===== src/rtl/fifo_sync_prog_fwft_if.sv =====
// Write/read handshake and status bundle for fifo_sync_prog_fwft.
// The FIFO takes the slave view; whatever feeds and drains it takes the master view.
interface fifo_sync_prog_fwft_if #(
    parameter int DATA_WIDTH       = 32,
    parameter int FIFO_WRITE_DEPTH = 16
);
    localparam int CW = $clog2(FIFO_WRITE_DEPTH) + 1;

    logic [DATA_WIDTH-1:0] din;
    logic                  wr_en;
    logic                  rd_en;
    logic [DATA_WIDTH-1:0] dout;
    logic                  full;
    logic                  empty;
    logic                  valid;
    logic                  prog_full;
    logic                  prog_empty;
    logic [CW-1:0]         data_count;
    logic                  overflow;
    logic                  underflow;
    logic                  wr_rst_busy;
    logic                  rd_rst_busy;

    modport master (
        output din, wr_en, rd_en,
        input  dout, full, empty, valid, prog_full, prog_empty, data_count,
               overflow, underflow, wr_rst_busy, rd_rst_busy
    );

    modport slave (
        input  din, wr_en, rd_en,
        output dout, full, empty, valid, prog_full, prog_empty, data_count,
               overflow, underflow, wr_rst_busy, rd_rst_busy
    );
endinterface


===== src/rtl/fifo_sync_prog_fwft.sv =====
// Single-clock FIFO with std/fwft read modes, programmable thresholds and occupancy count.
// One occupancy counter drives every flag so they all move together on the same edge.
module fifo_sync_prog_fwft #(
    parameter int    FIFO_WRITE_DEPTH  = 16,
    parameter int    DATA_WIDTH        = 32,
    parameter int    PROG_FULL_THRESH  = 12,
    parameter int    PROG_EMPTY_THRESH = 2,
    parameter string READ_MODE         = "std"
) (
    input  logic                 clk,
    input  logic                 srst,
    fifo_sync_prog_fwft_if.slave fifo
);
    localparam int AW = $clog2(FIFO_WRITE_DEPTH);
    localparam int CW = AW + 1;
    localparam bit FWFT = (READ_MODE == "fwft");
    localparam logic [CW-1:0] DEPTH_C = CW'(FIFO_WRITE_DEPTH);
    localparam logic [CW-1:0] PF_C    = CW'(PROG_FULL_THRESH);
    localparam logic [CW-1:0] PE_C    = CW'(PROG_EMPTY_THRESH);

    logic [DATA_WIDTH-1:0] mem [FIFO_WRITE_DEPTH];
    logic [CW-1:0]         wr_ptr;
    logic [CW-1:0]         rd_ptr;
    logic [CW-1:0]         count_q;
    logic [CW-1:0]         count_nxt;
    logic [2:0]            busy_sr;
    logic                  busy;
    logic                  full_q;
    logic                  empty_q;
    logic                  pf_q;
    logic                  pe_q;
    logic                  ovf_q;
    logic                  udf_q;
    logic                  valid_q;
    logic                  valid_nxt;
    logic [DATA_WIDTH-1:0] dout_q;
    logic                  wr_ok;
    logic                  pop;
    logic                  arr_rd;
    logic                  arr_empty;
    logic                  rd_legal;

    // Asserts with srst, releases through a short shift chain so busy spans
    // the two edges after release before requests are honoured.
    assign busy = busy_sr[2];

    always_ff @(posedge clk or posedge srst) begin
        if (srst) busy_sr <= '1;
        else      busy_sr <= {busy_sr[1:0], 1'b0};
    end

    always_comb begin
        arr_empty = (wr_ptr == rd_ptr);
        rd_legal  = FWFT ? valid_q : !empty_q;
        wr_ok     = fifo.wr_en && !full_q && !busy;
        pop       = fifo.rd_en && rd_legal && !busy;
        arr_rd    = pop;
        valid_nxt = pop;
        // In fwft the output register refills from the array whenever it is
        // empty or being popped, so the head word falls through on its own.
        if (FWFT) begin
            arr_rd    = !busy && !arr_empty && (!valid_q || pop);
            valid_nxt = arr_rd || (valid_q && !pop);
        end
        count_nxt = count_q;
        case ({wr_ok, pop})
            2'b10:   count_nxt = count_q + CW'(1);
            2'b01:   count_nxt = count_q - CW'(1);
            default: count_nxt = count_q;
        endcase
    end

    always_ff @(posedge clk or posedge srst) begin
        if (srst) begin
            wr_ptr  <= '0;
            rd_ptr  <= '0;
            count_q <= '0;
            full_q  <= 1'b0;
            empty_q <= 1'b1;
            pf_q    <= 1'b0;
            pe_q    <= 1'b1;
            ovf_q   <= 1'b0;
            udf_q   <= 1'b0;
            valid_q <= 1'b0;
            dout_q  <= '0;
        end else begin
            if (wr_ok) wr_ptr <= wr_ptr + CW'(1);
            if (arr_rd) begin
                rd_ptr <= rd_ptr + CW'(1);
                dout_q <= mem[rd_ptr[AW-1:0]];
            end
            valid_q <= valid_nxt;
            count_q <= count_nxt;
            full_q  <= (count_nxt == DEPTH_C);
            empty_q <= (count_nxt == '0);
            pf_q    <= (count_nxt >= PF_C);
            pe_q    <= (count_nxt <= PE_C);
            ovf_q   <= fifo.wr_en && !busy && !wr_ok;
            udf_q   <= fifo.rd_en && !busy && !pop;
        end
    end

    // Storage needs no reset: pointers and count define what is live.
    always_ff @(posedge clk) begin
        if (wr_ok) mem[wr_ptr[AW-1:0]] <= fifo.din;
    end

    assign fifo.dout        = dout_q;
    assign fifo.valid       = valid_q;
    assign fifo.empty       = FWFT ? !valid_q : empty_q;
    assign fifo.full        = full_q | busy;
    assign fifo.prog_full   = pf_q | busy;
    assign fifo.prog_empty  = pe_q;
    assign fifo.data_count  = count_q;
    assign fifo.overflow    = ovf_q;
    assign fifo.underflow   = udf_q;
    assign fifo.wr_rst_busy = busy;
    assign fifo.rd_rst_busy = busy;
endmodule

===== src/flat_wrapper.sv =====
// flat-port wrapper written by rule: the top's interface ports become plain ports
module fifo_sync_prog_fwft_flat 
#(
    parameter int    FIFO_WRITE_DEPTH  = 16,
    parameter int    DATA_WIDTH        = 32,
    parameter int    PROG_FULL_THRESH  = 12,
    parameter int    PROG_EMPTY_THRESH = 2,
    parameter string READ_MODE         = "   "
)
  (clk, srst, fifo_din, fifo_wr_en, fifo_rd_en, fifo_dout, fifo_full, fifo_empty, fifo_valid, fifo_prog_full, fifo_prog_empty, fifo_data_count, fifo_overflow, fifo_underflow, fifo_wr_rst_busy, fifo_rd_rst_busy);
  fifo_sync_prog_fwft_if #(.DATA_WIDTH(DATA_WIDTH), .FIFO_WRITE_DEPTH(FIFO_WRITE_DEPTH)) fifo_i ();
  input  logic clk;
  input  logic srst;
  input wire logic [$bits(fifo_i.din)-1:0] fifo_din;
  input wire logic [$bits(fifo_i.wr_en)-1:0] fifo_wr_en;
  input wire logic [$bits(fifo_i.rd_en)-1:0] fifo_rd_en;
  output wire logic [$bits(fifo_i.dout)-1:0] fifo_dout;
  output wire logic [$bits(fifo_i.full)-1:0] fifo_full;
  output wire logic [$bits(fifo_i.empty)-1:0] fifo_empty;
  output wire logic [$bits(fifo_i.valid)-1:0] fifo_valid;
  output wire logic [$bits(fifo_i.prog_full)-1:0] fifo_prog_full;
  output wire logic [$bits(fifo_i.prog_empty)-1:0] fifo_prog_empty;
  output wire logic [$bits(fifo_i.data_count)-1:0] fifo_data_count;
  output wire logic [$bits(fifo_i.overflow)-1:0] fifo_overflow;
  output wire logic [$bits(fifo_i.underflow)-1:0] fifo_underflow;
  output wire logic [$bits(fifo_i.wr_rst_busy)-1:0] fifo_wr_rst_busy;
  output wire logic [$bits(fifo_i.rd_rst_busy)-1:0] fifo_rd_rst_busy;
  assign fifo_i.din = fifo_din;
  assign fifo_i.wr_en = fifo_wr_en;
  assign fifo_i.rd_en = fifo_rd_en;
  assign fifo_dout = fifo_i.dout;
  assign fifo_full = fifo_i.full;
  assign fifo_empty = fifo_i.empty;
  assign fifo_valid = fifo_i.valid;
  assign fifo_prog_full = fifo_i.prog_full;
  assign fifo_prog_empty = fifo_i.prog_empty;
  assign fifo_data_count = fifo_i.data_count;
  assign fifo_overflow = fifo_i.overflow;
  assign fifo_underflow = fifo_i.underflow;
  assign fifo_wr_rst_busy = fifo_i.wr_rst_busy;
  assign fifo_rd_rst_busy = fifo_i.rd_rst_busy;
  fifo_sync_prog_fwft #(.FIFO_WRITE_DEPTH(FIFO_WRITE_DEPTH), .DATA_WIDTH(DATA_WIDTH), .PROG_FULL_THRESH(PROG_FULL_THRESH), .PROG_EMPTY_THRESH(PROG_EMPTY_THRESH), .READ_MODE(READ_MODE)) u_core (.clk(clk), .srst(srst), .fifo(fifo_i));
endmodule

===== config.mk =====
export PLATFORM = sky130hd
export DESIGN_NAME = fifo_sync_prog_fwft_flat
export DESIGN_NICKNAME = d
export VERILOG_FILES = /design/src/rtl/fifo_sync_prog_fwft_if.sv /design/src/rtl/fifo_sync_prog_fwft.sv /design/src/flat_wrapper.sv
export SDC_FILE = /design/constraint.sdc
export NUM_CORES = 1
export LEC_CHECK = 0
export CELL_PAD_IN_SITES_DETAIL_PLACEMENT = 2
export CELL_PAD_IN_SITES_GLOBAL_PLACEMENT = 2
export CORE_MARGIN = 1
export CORE_UTILIZATION = 30
export CTS_CLUSTER_SIZE = 40
export DETAILED_ROUTE_END_ITERATION = 10
export GPL_TIMING_DRIVEN = 0
export PLACE_DENSITY_LB_ADDON = 0.3
export SLEW_MARGIN = 20
export SYNTH_ARGS = -nofsm -noshare
export SYNTH_HDL_FRONTEND = slang
export SYNTH_SLANG_ARGS = --single-unit

===== constraint.sdc =====
create_clock -name clk -period 4.5 [get_ports clk]
set_input_delay 0.675 -clock clk [delete_from_list [all_inputs] [get_ports clk]]
set_output_delay 0.675 -clock clk [all_outputs]
set_load 0.02 [all_outputs]

== Word-level counts from Yosys, hierarchy flattened ==
Memory sizes are Yosys's and may differ from the RTL's. A register that Yosys moved wholly into a read port is not among the register bits.
Index checks and enable logic that the tools add are counted.
Cells by class
  $mul: 0
  bitwise logic cells: 2
  divide/modulo/power cells: 0
  reduce and logical (&&, ||, !) cells: 14
  equality and inequality tests: 3
  add/subtract/negate cells: 4
  mux-type cells: 3
  shift-type cells: 0
  order comparisons: 2
Operator list (count)
  adder 5 x 1 -> 5 bit, second input constant: 3
  one-hot mux 5 bit (2 select lines): 1
  logical AND 1 bit: 8
  equality test 5 bit, second input constant: 1
  >= comparator 5 x 4 -> 1 bit, second input constant: 1
  less-or-equal comparator 5 x 2 -> 1 bit, second input constant: 1
  logical NOT 1 bit: 5
  logical NOT 5 bit: 1
  subtractor 5 x 1 -> 5 bit, second input constant: 1
  equality test 2 x 1 -> 1 bit, second input constant: 1
  equality test 2 bit, second input constant: 1
  2-to-1 mux 1 bit: 2
  bitwise OR 1 bit: 2
Word-level totals
  input bits: 36
  ROM bits: 0
  word-level logic and storage cells: 40
  flip-flop bits (word level): 25
  bits in latches: 0
  output and inout port bits: 46
  RAM bits: 512
  memories kept: 1
Memories
  u_core.mem: words 16, width 32, rd ports 1, clocked after Yosys merged registers in 1, wr ports 1, line fifo_sync_prog_fwft.sv:21  | logic [DATA_WIDTH-1:0] mem [FIFO_WRITE_DEPTH];

== Longest topological paths before layout ==
  word-level depth: 6
  depth in mapped cells: 13
  gate-level depth less buffers: 11

== Least setup slack after synthesis ==
OpenSTA, ideal clock, no wires.
  kind: input-to-reg
  from: input fifo_wr_en
  to: memory u_core.mem[3][0], enable pin
  stages: 3
  path slack: 0.254 ns
  path buffers: 0
  data arrival time: 3.785 ns
  required time: 4.039 ns
  path through: nor3b_1 nand2_1 nor3_1
Between the ends
  word-level cells in the longest chain between the ends: 4
Ends and longest elaborated chain
  start: declaration: line flat_wrapper.sv:15  | input wire logic [$bits(fifo_i.wr_en)-1:0] fifo_wr_en;
  logical AND 1 bit (2 in a row): line fifo_sync_prog_fwft.sv:55  | wr_ok = fifo.wr_en && !full_q && !busy;
  2-to-1 mux 1 bit: line fifo_sync_prog_fwft.sv:105  | if (wr_ok) mem[wr_ptr[AW-1:0]] <= fifo.din;
  2-to-1 mux 1 bit (implied by the code): line fifo_sync_prog_fwft.sv:105
  end: declaration: line fifo_sync_prog_fwft.sv:21
No other way between the ends.

== Worst setup path in the final report ==
  from: input fifo_wr_en
  to: register u_core.full_q
Between the ends
  word-level cells in the longest chain between the ends: 5
Ends and longest elaborated chain
  logical AND 1 bit (*) (2 in a row): line fifo_sync_prog_fwft.sv:55
  equality test 2 x 1 -> 1 bit or equality test 2 bit (tied branches): line fifo_sync_prog_fwft.sv:66  | case ({wr_ok, pop})
  one-hot mux 5 bit (2 select lines) (*): line fifo_sync_prog_fwft.sv:66
  named net u_core.count_nxt[2]: line fifo_sync_prog_fwft.sv:25  | logic [CW-1:0] count_nxt;
  equality test 5 bit (*): line fifo_sync_prog_fwft.sv:94  | full_q <= (count_nxt == DEPTH_C);
  end signal: assignment: line fifo_sync_prog_fwft.sv:94
  end: declaration: line fifo_sync_prog_fwft.sv:28  | logic full_q;
The timed path passes the listed nets; every way through them passes the cells marked *.
A chain may end at the register's enable or synchronous reset.

==> results.sh <==
export IMPL_outcome="finished, final reports clean"
export IMPL_rrSetupSlack_ns=1.02
export IMPL_crit_path_end_kind="flip-flop"
export IMPL_ir_drop_mv=0.298
export IMPL_die_h_um=271
export IMPL_post_route_period_util=0.783
export IMPL_finalSetupViolations=0
export IMPL_synth_seq_cells=567
export IMPL_detailroute_via_count=10641
export IMPL_skew_ns=0.0179
export IMPL_crit_fanout=9
export IMPL_cp_top_family="simple AND/OR/NAND/NOR gates"
export IMPL_fin_util=0.369
export IMPL_cp_arrival_ns=4.07
export IMPL_insertion_delay_ns=0.63
export IMPL_drt_iter0_drc=758
export IMPL_grt_max_degree=30
export IMPL_synth_commonest_cells="edfxtp_1 (512), mux4_2 (128), dfrtp_1 (50)"
export IMPL_grt_pass1_vias=11926
export IMPL_synth_mux_area_frac=0.165
export IMPL_cpPeakStageDelay_ns=0.79
export IMPL_cap_violations=0
export IMPL_r2r_cells=13
export IMPL_synthTopCellsByArea="edfxtp_1 (71%), mux4_2 (13%), dfrtp_1 (5.8%)"
export IMPL_avgSynthCellArea_um2=22.1
export IMPL_hold_violations=0
export IMPL_yosysMostFrequentCell="edfxtp_1"
export IMPL_synthFlopType="edfxtp_1"
export IMPL_yosysWarnings=0
export IMPL_diodes=0
export IMPL_min_path_type="reg -> reg"
export IMPL_vias_per_cell=4.91
export IMPL_synth_top_cell_area_share=0.708
export IMPL_critical_path_required_ns=5.05
export IMPL_fin_hold_ws_ns=0.354
export IMPL_first_pass_iters=5
export IMPL_cts_hold_repair_buffers=0
export IMPL_ant_nets=0
export IMPL_powerDensity_mw_per_mm2=598
export IMPL_synth_adder_area_share=0.00461
export IMPL_crit_end="u_core.full_q"
export IMPL_num_nets_final=1209
export IMPL_maxSlewViolCount=0
export IMPL_avgRoutedWirePerCell_um=26.7
export IMPL_drcViolationCount=0
export IMPL_fmax_ghz=0.284
export IMPL_place_gp_congestion=0.701
export IMPL_portBuffers=81
export IMPL_startpoint="fifo_wr_en"
export IMPL_r2r_start="u_core.busy_sr[2]"
export IMPL_crit_chain="clkdlybuf4s50_1 > nor3b_1 > inv_1 > ha_1 > buf_2 > xor2_1 > ha_1 > a21oi_1 > mux2i_1 > xor2_1 > inv_1 > a311o_1 > nor2_1"
export IMPL_synth_area_leader_cell="edfxtp_1"
export IMPL_track_usage=0.161
export IMPL_numClockSinks=567
export IMPL_syn2layout_area_growth_pct=21.6
export IMPL_synth_edf_count=512
export IMPL_fillCellCount=6775
export IMPL_synth_compound_area_frac=0.0186
export IMPL_cp_depth=13
export IMPL_grt_overflow=0
export IMPL_rr_endpoint="u_core.full_q"
export IMPL_postSynthCellCount=980
export IMPL_synth_top_family_by_area="multiplexers"
export IMPL_cts_tree="yes"
export IMPL_cts_root_buffer_cell="clkbuf_16"
export IMPL_relSlewSlack=0.244
export IMPL_worstHoldPathCells=0
export IMPL_grt_pass1_wl_um=85300
export IMPL_worst_pin_slew_ns=1.13
export IMPL_crit_buf_inv=4
export IMPL_post_cts_buffers=0
export IMPL_rsz0062_at_grt="no"
export IMPL_start_kind="input port"
export IMPL_cp_slowest_cell="nor3b_1"
export IMPL_core_mm2=0.0715
export IMPL_clockBufferDepth=3
export IMPL_synth_nets=1024
export IMPL_power_leakage_nw=8.49
export IMPL_seq_area_frac_synth=0.772
export IMPL_die_w_um=271
export IMPL_period_needed_ns=3.53
export IMPL_synthXorXnorAreaFrac=0.00444
export IMPL_wl_um=57900
export IMPL_layout_drive_gt1_share=0.274
export IMPL_initial_core_util=0.304
export IMPL_setup_tns_ns=0
export IMPL_criticalPathCategory="in -> reg"
export IMPL_async_flop_share=0.0970
export IMPL_p_total_mw=15.8
export IMPL_synth_cell_area_mm2=0.0217
export IMPL_antenna_found_initial=1
export IMPL_detailed_place_hpwl_um=38500
export IMPL_cts_made_buffers=61
export IMPL_dieArea_mm2=0.0734
export IMPL_clkTransAtPathRegs_ns=0.06
export IMPL_fp_row_count=98
export IMPL_synthSimpleGateAreaFrac=0.0199
export IMPL_ys_types=40
export IMPL_cts_resized=0
export IMPL_io_pins=82
export IMPL_h_tree_depth=2
cells by family (layout without fill, tap and decap cells):
kind of cell,Yosys count,after routing
flops,567,567
simple gates,85,85
other cells,1,1
buf+inv,69,307
compound gates,45,45
mux,194,194
xor+xnor,11,11
fa+ha+maj,8,8
worst min-delay path by stage:
stage                            startpoint                 to  slack [ns]
after global routing      u_core.busy_sr[0]  u_core.busy_sr[1]        0.36
after CTS                 u_core.busy_sr[0]  u_core.busy_sr[1]        0.36
after global placement    u_core.busy_sr[0]  u_core.busy_sr[1]        0.35
after detailed placement  u_core.busy_sr[0]  u_core.busy_sr[1]        0.35
final                     u_core.busy_sr[0]  u_core.busy_sr[1]        0.35
after floorplan           u_core.busy_sr[0]  u_core.busy_sr[1]        0.35
per-stage QoR:
stage | std cells | setup slack [ns] | area [um^2]
final | 2168 | 0.975 | 26400
after global routing | 2168 | 0.586 | 26400
after CTS | 2168 | 0.877 | 26400
after detailed placement | 2052 | 0.261 | 24500
after global placement | 2011 | -3.96 | 23700
after floorplan | 980 | 0.254 | 21700
power by group:
group	switching [mW]	internal [mW]	leakage (nW)
Combinational	2.45	2.13	2.28
Sequential	0.241	6.21	5.28
Clock	2.07	2.68	0.926
Total	4.76	11.0	8.49
flip-flops by register name, indices dropped and copies added, names as in the netlist, 3 cells and up:
name	cells
u_core.fifo.data_count	5
u_core.busy_sr	3
u_core.wr_ptr	4
u_core.rd_ptr	4
u_core.mem	512
u_core.fifo.dout	32
metal layers:
layer / global-route usage / part of all wire / vias to the layer above
li1: - / - / 4475
met1: 0.213 / 0.43 / 5823
met2: 0.279 / 0.51 / 269
met3: 0.0248 / 0.042 / 72
met4: 0.0343 / 0.016 / 2
met5: 0 / 0.00019 / -
cells in the final DEF (no fill, tap or decap), drive strengths merged, types with 3 or more instances in the layout:
master | Yosys | routed
clkdlybuf4s50 | 0 | 81
dfstp | 5 | 5
clkbuf | 29 | 113
a21oi | 4 | 4
mux4 | 128 | 128
a221o | 32 | 32
dfrtp | 50 | 50
nor2 | 15 | 15
nand2b | 4 | 4
o21ai | 4 | 4
edfxtp | 512 | 512
mux2 | 33 | 33
xor2 | 3 | 3
inv | 10 | 13
xnor2 | 8 | 8
nor2b | 3 | 3
clkinv | 0 | 27
buf | 30 | 71
mux2i | 33 | 33
ha | 8 | 8
nand2 | 11 | 11
nor3 | 36 | 36
area by class of cell:
| type | instances | area [um^2] | area share |
|---|---|---|---|
| Sequential cell | 567 | 16800 | 0.635 |
| Multi-Input combinational cell | 344 | 4730 | 0.179 |
| Clock buffer | 84 | 1690 | 0.0642 |
| Timing Repair Buffer | 122 | 1500 | 0.0567 |
| Tap cell | 950 | 1190 | 0.0451 |
| Buffer | 59 | 284 | 0.0108 |
| Clock inverter | 32 | 193 | 0.00730 |
| Inverter | 10 | 40.0 | 0.00152 |
Power figures use the tool's default switching activity.
